File: config.mk
export PLATFORM = sky130hd
export DESIGN_NAME = lcd_pixel_writer
export DESIGN_NICKNAME = d
export VERILOG_FILES = /design/src/rtl/lcd_pkg.sv /design/src/rtl/lcd_byte_tx.sv /design/src/rtl/lcd_pixel_writer.sv
export SDC_FILE = /design/constraint.sdc
export NUM_CORES = 1
export LEC_CHECK = 0
export BUFFER_PORTS_ARGS = -buffer_cell sky130_fd_sc_hd__buf_2
export CAP_MARGIN = 20
export CORE_UTILIZATION = 53
export CTS_CLUSTER_DIAMETER = 100
export CTS_CLUSTER_SIZE = 40
export DETAILED_ROUTE_END_ITERATION = 10
export PLACE_DENSITY_LB_ADDON = 0.3
export SETUP_SLACK_MARGIN = 0.4
export SKIP_CTS_REPAIR_TIMING = 1
export SKIP_LAST_GASP = 1
export SYNTH_ARGS = -nofsm -noshare
export SYNTH_HDL_FRONTEND = slang
export SYNTH_SLANG_ARGS = --single-unit
File: constraint.sdc
create_clock -name clk_i -period 3.1 [get_ports clk_i]
set_input_delay 0.155 -clock clk_i [delete_from_list [all_inputs] [get_ports clk_i]]
set_output_delay 0.155 -clock clk_i [all_outputs]
set_load 0.05 [all_outputs]
File: src/rtl/lcd_pkg.sv
// lcd_pkg: FSM states, panel command bytes and the power-up command table.
package lcd_pkg;
  typedef enum logic [2:0] {RST_LOW, RST_WAIT, INIT, CURSOR, READY, PIX_HI, PIX_LO} state_t;

  localparam logic [7:0] SLPOUT = 8'h11;
  localparam logic [7:0] COLMOD = 8'h3A;
  localparam logic [7:0] MADCTL = 8'h36;
  localparam logic [7:0] DISPON = 8'h29;
  localparam logic [7:0] CASET  = 8'h2A;
  localparam logic [7:0] RASET  = 8'h2B;
  localparam logic [7:0] RAMWR  = 8'h2C;

  typedef struct packed {
    logic       is_data;
    logic [7:0] byte_val;
    logic       wait_after;
  } init_entry_t;

  localparam int INIT_LEN   = 6;
  localparam int CURSOR_LEN = 11;

  localparam init_entry_t INIT_TBL [INIT_LEN] = '{
    '{1'b0, SLPOUT, 1'b1},
    '{1'b0, COLMOD, 1'b0},
    '{1'b1, 8'h55,  1'b0},
    '{1'b0, MADCTL, 1'b0},
    '{1'b1, 8'h60,  1'b0},
    '{1'b0, DISPON, 1'b0}
  };

  // Full-panel window: CASET 0..xmax, RASET 0..ymax, then RAMWR.
  function automatic logic [7:0] cursor_byte(input logic [3:0] i, input logic [15:0] xmax, input logic [15:0] ymax);
    return i == 4'd0 ? CASET : i == 4'd3 ? xmax[15:8] : i == 4'd4 ? xmax[7:0] :
           i == 4'd5 ? RASET : i == 4'd8 ? ymax[15:8] : i == 4'd9 ? ymax[7:0] :
           i == 4'd10 ? RAMWR : 8'h00;
  endfunction

  function automatic logic cursor_is_data(input logic [3:0] i);
    return !(i == 4'd0 || i == 4'd5 || i == 4'd10);
  endfunction
endpackage

File: src/rtl/lcd_byte_tx.sv
// lcd_byte_tx: one parallel-bus write, write_edge low then high for CLK_DIV clocks each.
module lcd_byte_tx #(
  parameter int CLK_DIV = 2
) (
  input  logic       clk_i,
  input  logic       rst_ni,
  input  logic       start,
  input  logic       is_data,
  input  logic [7:0] byte_val,
  output logic       done,
  output logic       cmd_data,
  output logic       write_edge,
  output logic [7:0] dout
);
  logic       active;
  logic [4:0] cnt;

  always_ff @(posedge clk_i)
    if (!rst_ni) begin
      active   <= 1'b0;
      cnt      <= '0;
      cmd_data <= 1'b0;
      dout     <= '0;
    end else if (start) begin
      active   <= 1'b1;
      cnt      <= '0;
      cmd_data <= is_data;
      dout     <= byte_val;
    end else if (active) begin
      active <= !done;
      cnt    <= cnt + 5'd1;
    end

  always_comb begin
    done       = active && cnt == 5'(2 * CLK_DIV - 1);
    write_edge = !(active && cnt < 5'(CLK_DIV));
  end
endmodule

File: src/rtl/lcd_pixel_writer.sv
// lcd_pixel_writer: panel reset/init, window setup and RGB565 pixel writes over an 8-bit LCD bus.
module lcd_pixel_writer
  import lcd_pkg::*;
#(
  parameter int          CLK_DIV      = 2,
  parameter logic [15:0] RESET_CYCLES = 16'd50000,
  parameter logic [19:0] WAKE_CYCLES  = 20'd600000,
  parameter int          WIDTH        = 320,
  parameter int          HEIGHT       = 240
) (
  input  logic        clk_i,
  input  logic        rst_ni,
  input  logic        pix_clk,
  input  logic [15:0] pix_data,
  input  logic        reset_cursor,
  output logic        busy,
  output logic        nreset,
  output logic        cmd_data,
  output logic        write_edge,
  output logic [7:0]  dout
);
  state_t      state, state_n;
  logic [3:0]  idx, idx_n;
  logic [19:0] cnt, cnt_n;
  logic        wt, wt_n, pend, pend_n, launch, done, tx_data;
  logic [7:0]  tx_byte, pix_lo;

  lcd_byte_tx #(.CLK_DIV(CLK_DIV)) u_tx (
    .clk_i(clk_i), .rst_ni(rst_ni), .start(launch), .is_data(tx_data), .byte_val(tx_byte),
    .done(done), .cmd_data(cmd_data), .write_edge(write_edge), .dout(dout)
  );

  always_ff @(posedge clk_i)
    if (!rst_ni) begin
      state  <= RST_LOW;
      idx    <= '0;
      cnt    <= 20'(RESET_CYCLES);
      wt     <= 1'b0;
      pend   <= 1'b0;
      busy   <= 1'b1;
      pix_lo <= '0;
    end else begin
      state  <= state_n;
      idx    <= idx_n;
      cnt    <= cnt_n;
      wt     <= wt_n;
      pend   <= pend_n;
      busy   <= state_n != READY;
      pix_lo <= state == READY && pix_clk ? pix_data[7:0] : pix_lo;
    end

  // A byte is launched in the same cycle the FSM moves onto its slot, so bytes run back to back.
  always_comb begin
    state_n = state;
    idx_n   = idx;
    cnt_n   = cnt == '0 ? cnt : cnt - 20'd1;
    wt_n    = wt;
    launch  = 1'b0;
    pend_n  = pend || (reset_cursor && (state == PIX_HI || state == PIX_LO));
    case (state)
      RST_LOW:
        if (cnt == '0) begin
          state_n = RST_WAIT;
          cnt_n   = WAKE_CYCLES;
        end
      RST_WAIT:
        if (cnt == '0) begin
          state_n = INIT;
          idx_n   = '0;
          launch  = 1'b1;
        end
      INIT:
        if (done && INIT_TBL[idx[2:0]].wait_after) begin
          wt_n  = 1'b1;
          cnt_n = WAKE_CYCLES;
        end else if (wt ? cnt == '0 : done) begin
          wt_n    = 1'b0;
          launch  = 1'b1;
          state_n = idx == 4'(INIT_LEN - 1) ? CURSOR : INIT;
          idx_n   = idx == 4'(INIT_LEN - 1) ? 4'd0 : idx + 4'd1;
        end
      CURSOR:
        if (done) begin
          launch  = idx != 4'(CURSOR_LEN - 1);
          state_n = idx == 4'(CURSOR_LEN - 1) ? READY : CURSOR;
          idx_n   = idx == 4'(CURSOR_LEN - 1) ? 4'd0 : idx + 4'd1;
        end
      READY:
        if (reset_cursor || pix_clk) begin
          state_n = reset_cursor ? CURSOR : PIX_HI;
          idx_n   = '0;
          launch  = 1'b1;
        end
      PIX_HI:
        if (done) begin
          state_n = PIX_LO;
          launch  = 1'b1;
        end
      PIX_LO:
        if (done) begin
          state_n = pend_n ? CURSOR : READY;
          idx_n   = '0;
          launch  = pend_n;
        end
      default: state_n = RST_LOW;
    endcase
    if (state_n == CURSOR && state != CURSOR) pend_n = 1'b0;
  end

  always_comb begin
    nreset  = state != RST_LOW;
    tx_byte = state_n == INIT   ? INIT_TBL[idx_n[2:0]].byte_val :
              state_n == CURSOR ? cursor_byte(idx_n, 16'(WIDTH - 1), 16'(HEIGHT - 1)) :
              state_n == PIX_HI ? pix_data[15:8] : pix_lo;
    tx_data = state_n == INIT   ? INIT_TBL[idx_n[2:0]].is_data :
              state_n == CURSOR ? cursor_is_data(idx_n) : 1'b1;
  end
endmodule

* Word-level counts from Yosys, hierarchy flattened
Memory sizes are Yosys's and may differ from the RTL's.
Cells that the tools add are included.
** Cells by class
- $add $sub $neg :: 3
- Magnitude comparators :: 3
- Equality and inequality tests :: 21
- Mux-type cells :: 55
- Bitwise logic cells :: 3
- Reduce and logical (&&, ||, !) cells :: 22
** Operators with widths (number)
- $mux 8 :: 9
- $mux 20 :: 3
- $pmux 20 s2 :: 1
- $mux 3 :: 11
- $mux 4 :: 8
- $pmux 3 s7 :: 1
- $logic_not 20->1 :: 1
- $mux 10 :: 2
- $pmux 4 s5 :: 1
- $sub 20x1->20 const B :: 1
- $mux 1 :: 17
- $eq 4x4->1 const B :: 4
- $eq 3x2->1 const B :: 4
- $eq 3x3->1 const B :: 4
- $eq 4x3->1 const B :: 3
- $ge 4x4->1 const B :: 2
- $not 3->4 :: 2
- $logic_and 1x1->1 :: 6
- $mux 6 :: 1
- $pmux 1 s6 :: 1
- $add 5x1->5 const B :: 1
- $eq 5x2->1 const B :: 1
- $logic_or 1x1->1 :: 5
- $lt 5x2->1 const B :: 1
- other kinds (14) :: 17
** Storage, ports and cells
- Register bits after elaboration :: 53
- ROM bits :: 160
- Bits of input ports :: 20
- Word-level logic and storage cells :: 120
- Memories kept :: 2
** Memory list
- (no name shown) :: words 8, width 10, read ports 1, clocked after Yosys merged registers in 0, wr ports 0, RTL line lcd_pixel_writer.sv:115 : tx_data = state_n == INIT ? INIT_TBL[idx_n[2:0]].is_data :
- (no name shown) :: words 8, width 10, read ports 1, clocked after Yosys merged registers in 0, wr ports 0, RTL line lcd_pixel_writer.sv:73 : if (done && INIT_TBL[idx[2:0]].wait_after) begin

* Logic depth before layout (Yosys ltp)
- Depth in word-level cells :: 17
- Mapped depth :: 13
- Depth with buffers taken out :: 11

* Modules after synthesis
From an unflattened synthesis, not the netlist that was laid out.
** Unflattened totals
- Cell total of the unflattened synthesis :: 386
- Area total of the unflattened synthesis :: 3233.1 um^2
** By module, submodules not included
- lcd_pixel_writer :: times used 1, cells an instance 326, area an instance 2593.7 um^2
- lcd_byte_tx :: times used 1, cells an instance 60, area an instance 639.4 um^2

* Worst setup path after synthesis
No wires, ideal clock.
- Path type :: register to register
- From :: register cnt[0]
- To :: register u_tx.dout[5]
- Data arrival time :: 2.909 ns
- Data required time :: 2.983 ns
- Path slack :: 0.073 ns
- Cell stages (with the launch flop) :: 13
- Period minus slack after synthesis :: 3.027 ns
- Cell sequence :: dfxtp_1 inv_1 ha_1 nor4b_1 nand4b_4 or2_0 buf_2 a211o_2 mux2i_4 inv_2 xnor2_1 a311o_1 a32o_1
** Between the ends
- Word-level cells in the longest chain between the ends :: 15
- Elaborated cells between the ends (all ways) :: 39
** RTL lines
- start: declaration :: RTL line lcd_pixel_writer.sv:24 : logic [19:0] cnt, cnt_n;
- start signal: assignment :: RTL line lcd_pixel_writer.sv:37 : cnt <= 20'(RESET_CYCLES);
- start signal: assignment :: RTL line lcd_pixel_writer.sv:45 : cnt <= cnt_n;
- $logic_not 20->1 (*) :: RTL line lcd_pixel_writer.sv:67, lcd_pixel_writer.sv:76
- $mux 1 :: RTL line lcd_pixel_writer.sv:76 : end else if (wt ? cnt == '0 : done) begin
- $mux 4 :: RTL line lcd_pixel_writer.sv:76
- $mux 4 :: RTL line lcd_pixel_writer.sv:73
- $pmux 4 s5 (*) :: RTL line lcd_pixel_writer.sv:60 : case (state)
- named net idx_n[0] :: RTL line lcd_pixel_writer.sv:23 : logic [3:0] idx, idx_n;
- $eq 4x4->1 :: RTL line lcd_pkg.sv:35 : i == 4'd10 ? RAMWR : 8'h00;
- $mux 6 :: RTL line lcd_pkg.sv:35
- $mux 8 (3 in a row) :: RTL line lcd_pkg.sv:34 : i == 4'd5 ? RASET : i == 4'd8 ? ymax[15:8] : i == 4'd9 ? ymax[7:0] :
- $mux 8 (3 in a row) :: RTL line lcd_pkg.sv:33 : return i == 4'd0 ? CASET : i == 4'd3 ? xmax[15:8] : i == 4'd4 ? xmax[7:0] :
- $mux 8 :: RTL line lcd_pixel_writer.sv:113 : state_n == CURSOR ? cursor_byte(idx_n, 16'(WIDTH - 1), 16'(HEIGHT - 1)) :
- $mux 8 (*) :: RTL line lcd_pixel_writer.sv:112 : tx_byte = state_n == INIT ? INIT_TBL[idx_n[2:0]].byte_val :
- end signal: assignment :: RTL line lcd_byte_tx.sv:28 : dout <= byte_val;
- end: declaration :: RTL line lcd_byte_tx.sv:13 : output logic [7:0] dout
The timed path passes the listed nets; every way through them passes the cells marked *. The select of a mux whose other input is x is not followed.
A chain may end at the register's enable or synchronous reset.

* Final worst setup path
- From :: register cnt[12]
- To :: register u_tx.dout[5]
Same word-level chain as after synthesis.

==> summary.txt <==
STA
  • Worst slew pin tran: 0.619 ns
  • Fmax: 0.347 GHz
  • Setup Skew: ~0.0069 ns
  • Unrepaired setup endpoints after global routing: true
  • Setup TNS Final: 0 ns
  • Rel. slew slack: 0.584
  • Final period util: 0.929
  • Count of final setup violators: 0
  • Pins Over Slew Limit: 0
  • Final hold violations: 0
  • Shortest period the worst path allows: between 2 and 3 ns

Logic synthesis
  • Area contributors post-synth: dfxtp_1 (34%), nor2_1 (6.9%), nand2_1 (3.8%), ha_1 (3.6%), mux2i_1 (3.5%)
  • Seq/Total Area, Yosys: 0.338
  • Synthesized area per cell: between 8 and 9 µm²
  • Syn Inst Count: 382
  • Post-synth EDFFs: 0
  • Synth unique cells: 74
  • Synth Register Bits: between 50 and 60
  • Net count after synthesis: between 400 and 500
  • Main synth FF type: dfxtp_1
  • Post-synth ARST share: 0
  • Synth area leader: dfxtp_1
  • Cell area after synthesis: 3140 µm²
  • Warnings, synthesis: 0
  • Area share of the largest cell type after synthesis: 0.338

Worst setup path
  • Crit path largest cell delay: 0.53 ns
  • Worst path depth: 9
  • Critical path buffers and inverters: 1
  • Critical Path RT: 3.31 ns
  • RR Startpoint: cnt[12]
  • Worst EP arrival: 3.09 ns
  • Critical Path Slowest Stage Cell: or4_4
  • Endpoint type of the worst setup path: register
  • Setup slack, reg-to-reg: approximately 0.22 ns
  • Critical Path Fanout Max: 4
  • R2R depth: 9
  • Crit path launch type: register
  • CP endpoint: u_tx.dout[5]
  • Setup Crit Path Kind: register to register
  • Worst R2R End: u_tx.dout[5]
  • Crit path from: cnt[12]
  • CP Cell Sequence: or4_4 -> nand4b_4 -> or2_4 -> a211o_4 -> mux2i_4 -> inv_4 -> xnor2_2 -> a311o_1 -> a32o_1
  • CP delay by family, top: simple AND/OR/NAND/NOR gates

Global route
  • First-pass GRT wire length: 13700 µm
  • Antenna violations before repair: 0
  • GR Util All Layers: 0.284
  • Largest net degree at the start of global routing: 27
  • Number of global-route vias before repair: between 2000 and 3000
  • Gr ovfl total: 0

Placement
  • Port bufs: 31
  • DP HPWL: 6280 µm
  • Routability cong.: 0.933

Detailed routing
  • Drt total wl: approximately 9000 µm
  • Remaining DRCs: 0
  • DR pass1 iterations: 5
  • Via-to-Cell Ratio: 6.41
  • Initial DRC count: 329
  • ANT nets after route: 0
  • DR WL/cell: 17.5 µm
  • Total number of vias: 3252

Pwr
  • Leak: 1.54 nW
  • Power per cell area: 318 nW/µm²
  • Peak supply drop: about 0.35 mV

Die
  • Die H: 79.0 µm
  • Core area: 5610 µm²
  • Rows: 27
  • Ports: 32
  • Full die area: 6240 µm²
  • Starting Density: 0.560
  • Die span in x: between 70 and 80 µm

Finish
  • Share of cells above drive strength 1: 0.251
  • Antenna Cells: 0
  • Core Util, Final: 0.687
  • Nets: between 400 and 500
  • Syn-to-layout area delta: 22.7%

Clock tree
  • Clock Latency Late Sink: 0.31 ns
  • Clock Root Buffer: clkbuf_8
  • TritonCTS clock tree: built
  • H-tree levels: 2
  • Maximum clock insertion buffer count: 2
  • TritonCTS sink count: 53
  • CTS Buf Count: 5
  • Clk pin slew, worst setup/hold paths: 0.11 ns

Min path
  • Hold/Removal Path Class: primary input to register

Outcome
  • Status: complete, no violations

Run
  • Maxcap violations: 0
==> how the worst min path moves through the flow <==
stage           startpoint           end  slack (ns)  cells past startpoint
3_3_place_gp   pix_data[4]     pix_lo[4]        0.39                      3
6_report       pix_data[4]     pix_lo[4]        0.07                      3
2_1_floorplan       rst_ni  u_tx.dout[4]        0.29                      2
5_1_grt        pix_data[3]     pix_lo[3]        0.06                      3
4_1_cts        pix_data[4]     pix_lo[4]        0.07                      3
3_5_place_dp   pix_data[4]     pix_lo[4]        0.40                      3
==> power by group <==
group | internal (mW) | switching (mW) | leakage [nW] | total (mW)
clock network | 0.171 | 0.252 | 0.0511 | 0.423
registers | 0.694 | 0.0214 | 0.430 | 0.715
logic | 0.0383 | 0.0494 | 1.06 | 0.0877
total | 0.903 | 0.322 | 1.54 | 1.23
==> cell type report <==
type | instances | area (µm²)
multi-input cells | 306 | 2190
fillers | 460 | 1750
well taps | 72 | 90.1
repair buffers | 57 | 363
clock buffers | 5 | 68.8
inverters | 11 | 43.8
clock inverters | 3 | 28.8
flip-flops and latches | 53 | 1070
==> synth_stat cells (2+ instances only) <==
cell,number
a22o_1,4
nand2b_1,5
a41oi_1,2
mux2i_1,11
nand3_1,16
a211oi_1,6
nand2_1,32
buf_2,2
ha_1,9
and3b_1,2
or3b_2,3
o311ai_0,2
o211ai_1,3
o41ai_1,2
a311oi_1,3
nor4_1,5
o21ai_0,15
or3_1,2
xnor2_1,12
a31o_2,2
xor2_1,8
nor3_1,17
nor2_1,58
dfxtp_1,53
a21o_1,3
inv_1,9
a31oi_1,7
clkbuf_1,9
a211o_1,2
or4_1,3
a32o_1,2
a221oi_1,2
a21oi_1,19
o31ai_1,2
o22ai_1,4
nor2b_1,4
and2_1,3
nand3b_1,3
==> tightest hold or removal path: stages <==
cell     delay, ns
buf_2         0.07
mux2i_1       0.05
nor2_1        0.07
==> cells by family after synthesis <==
group / Yosys count / synth area share
mux: 13 / 0.0458
buf+inv: 24 / 0.0307
xor+xnor: 20 / 0.0558
fa+ha+maj: 9 / 0.0358
compound gates: 96 / 0.222
flops: 53 / 0.338
simple gates: 167 / 0.272
==> stage by stage <==
step / hold WS, ns / total power [mW] / std cells / setup WS, ns / area [µm²]
floorplan: 0.293 / 0.781 / 382 / 0.155 / 3200
global placement: 0.387 / 0.810 / 492 / 0.176 / 3530
detailed placement: 0.397 / 0.812 / 492 / 0.104 / 3530
CTS: 0.0652 / 1.23 / 500 / 0.0844 / 3630
global route: 0.0604 / 1.27 / 507 / 0.106 / 3850
finish: 0.0703 / 1.23 / 507 / 0.219 / 3850
==> layer usage <==
layer,vias up,global-route usage,routed length (µm)
met3,21,0.0586,747
met5,-,0,0
met4,0,0.0709,163
li1,1530,-,-
met1,1511,0.384,3840
met2,190,0.461,4110
==> state kept, by name, indices dropped and copies added (netlist names) <==
signal / cells
state: 3
busy: 1
wt: 1
u_tx.cmd_data: 1
u_tx.active: 1
cnt: 20
pix_lo: 8
pend: 1
idx: 4
u_tx.dout: 8
u_tx.cnt: 5
==> cells in the final DEF (no fill, tap or decap), drive strengths merged, types with 6 or more instances in the layout <==
cell	count
a211oi	6
a21oi	19
a31oi	7
buf	57
dfxtp	53
ha	9
inv	13
mux2i	12
nand2	32
nand3	16
nor2	58
nor3	17
nor4	7
o21ai	15
xnor2	12
xor2	8
Note: power is estimated with default switching activity, not from simulation.
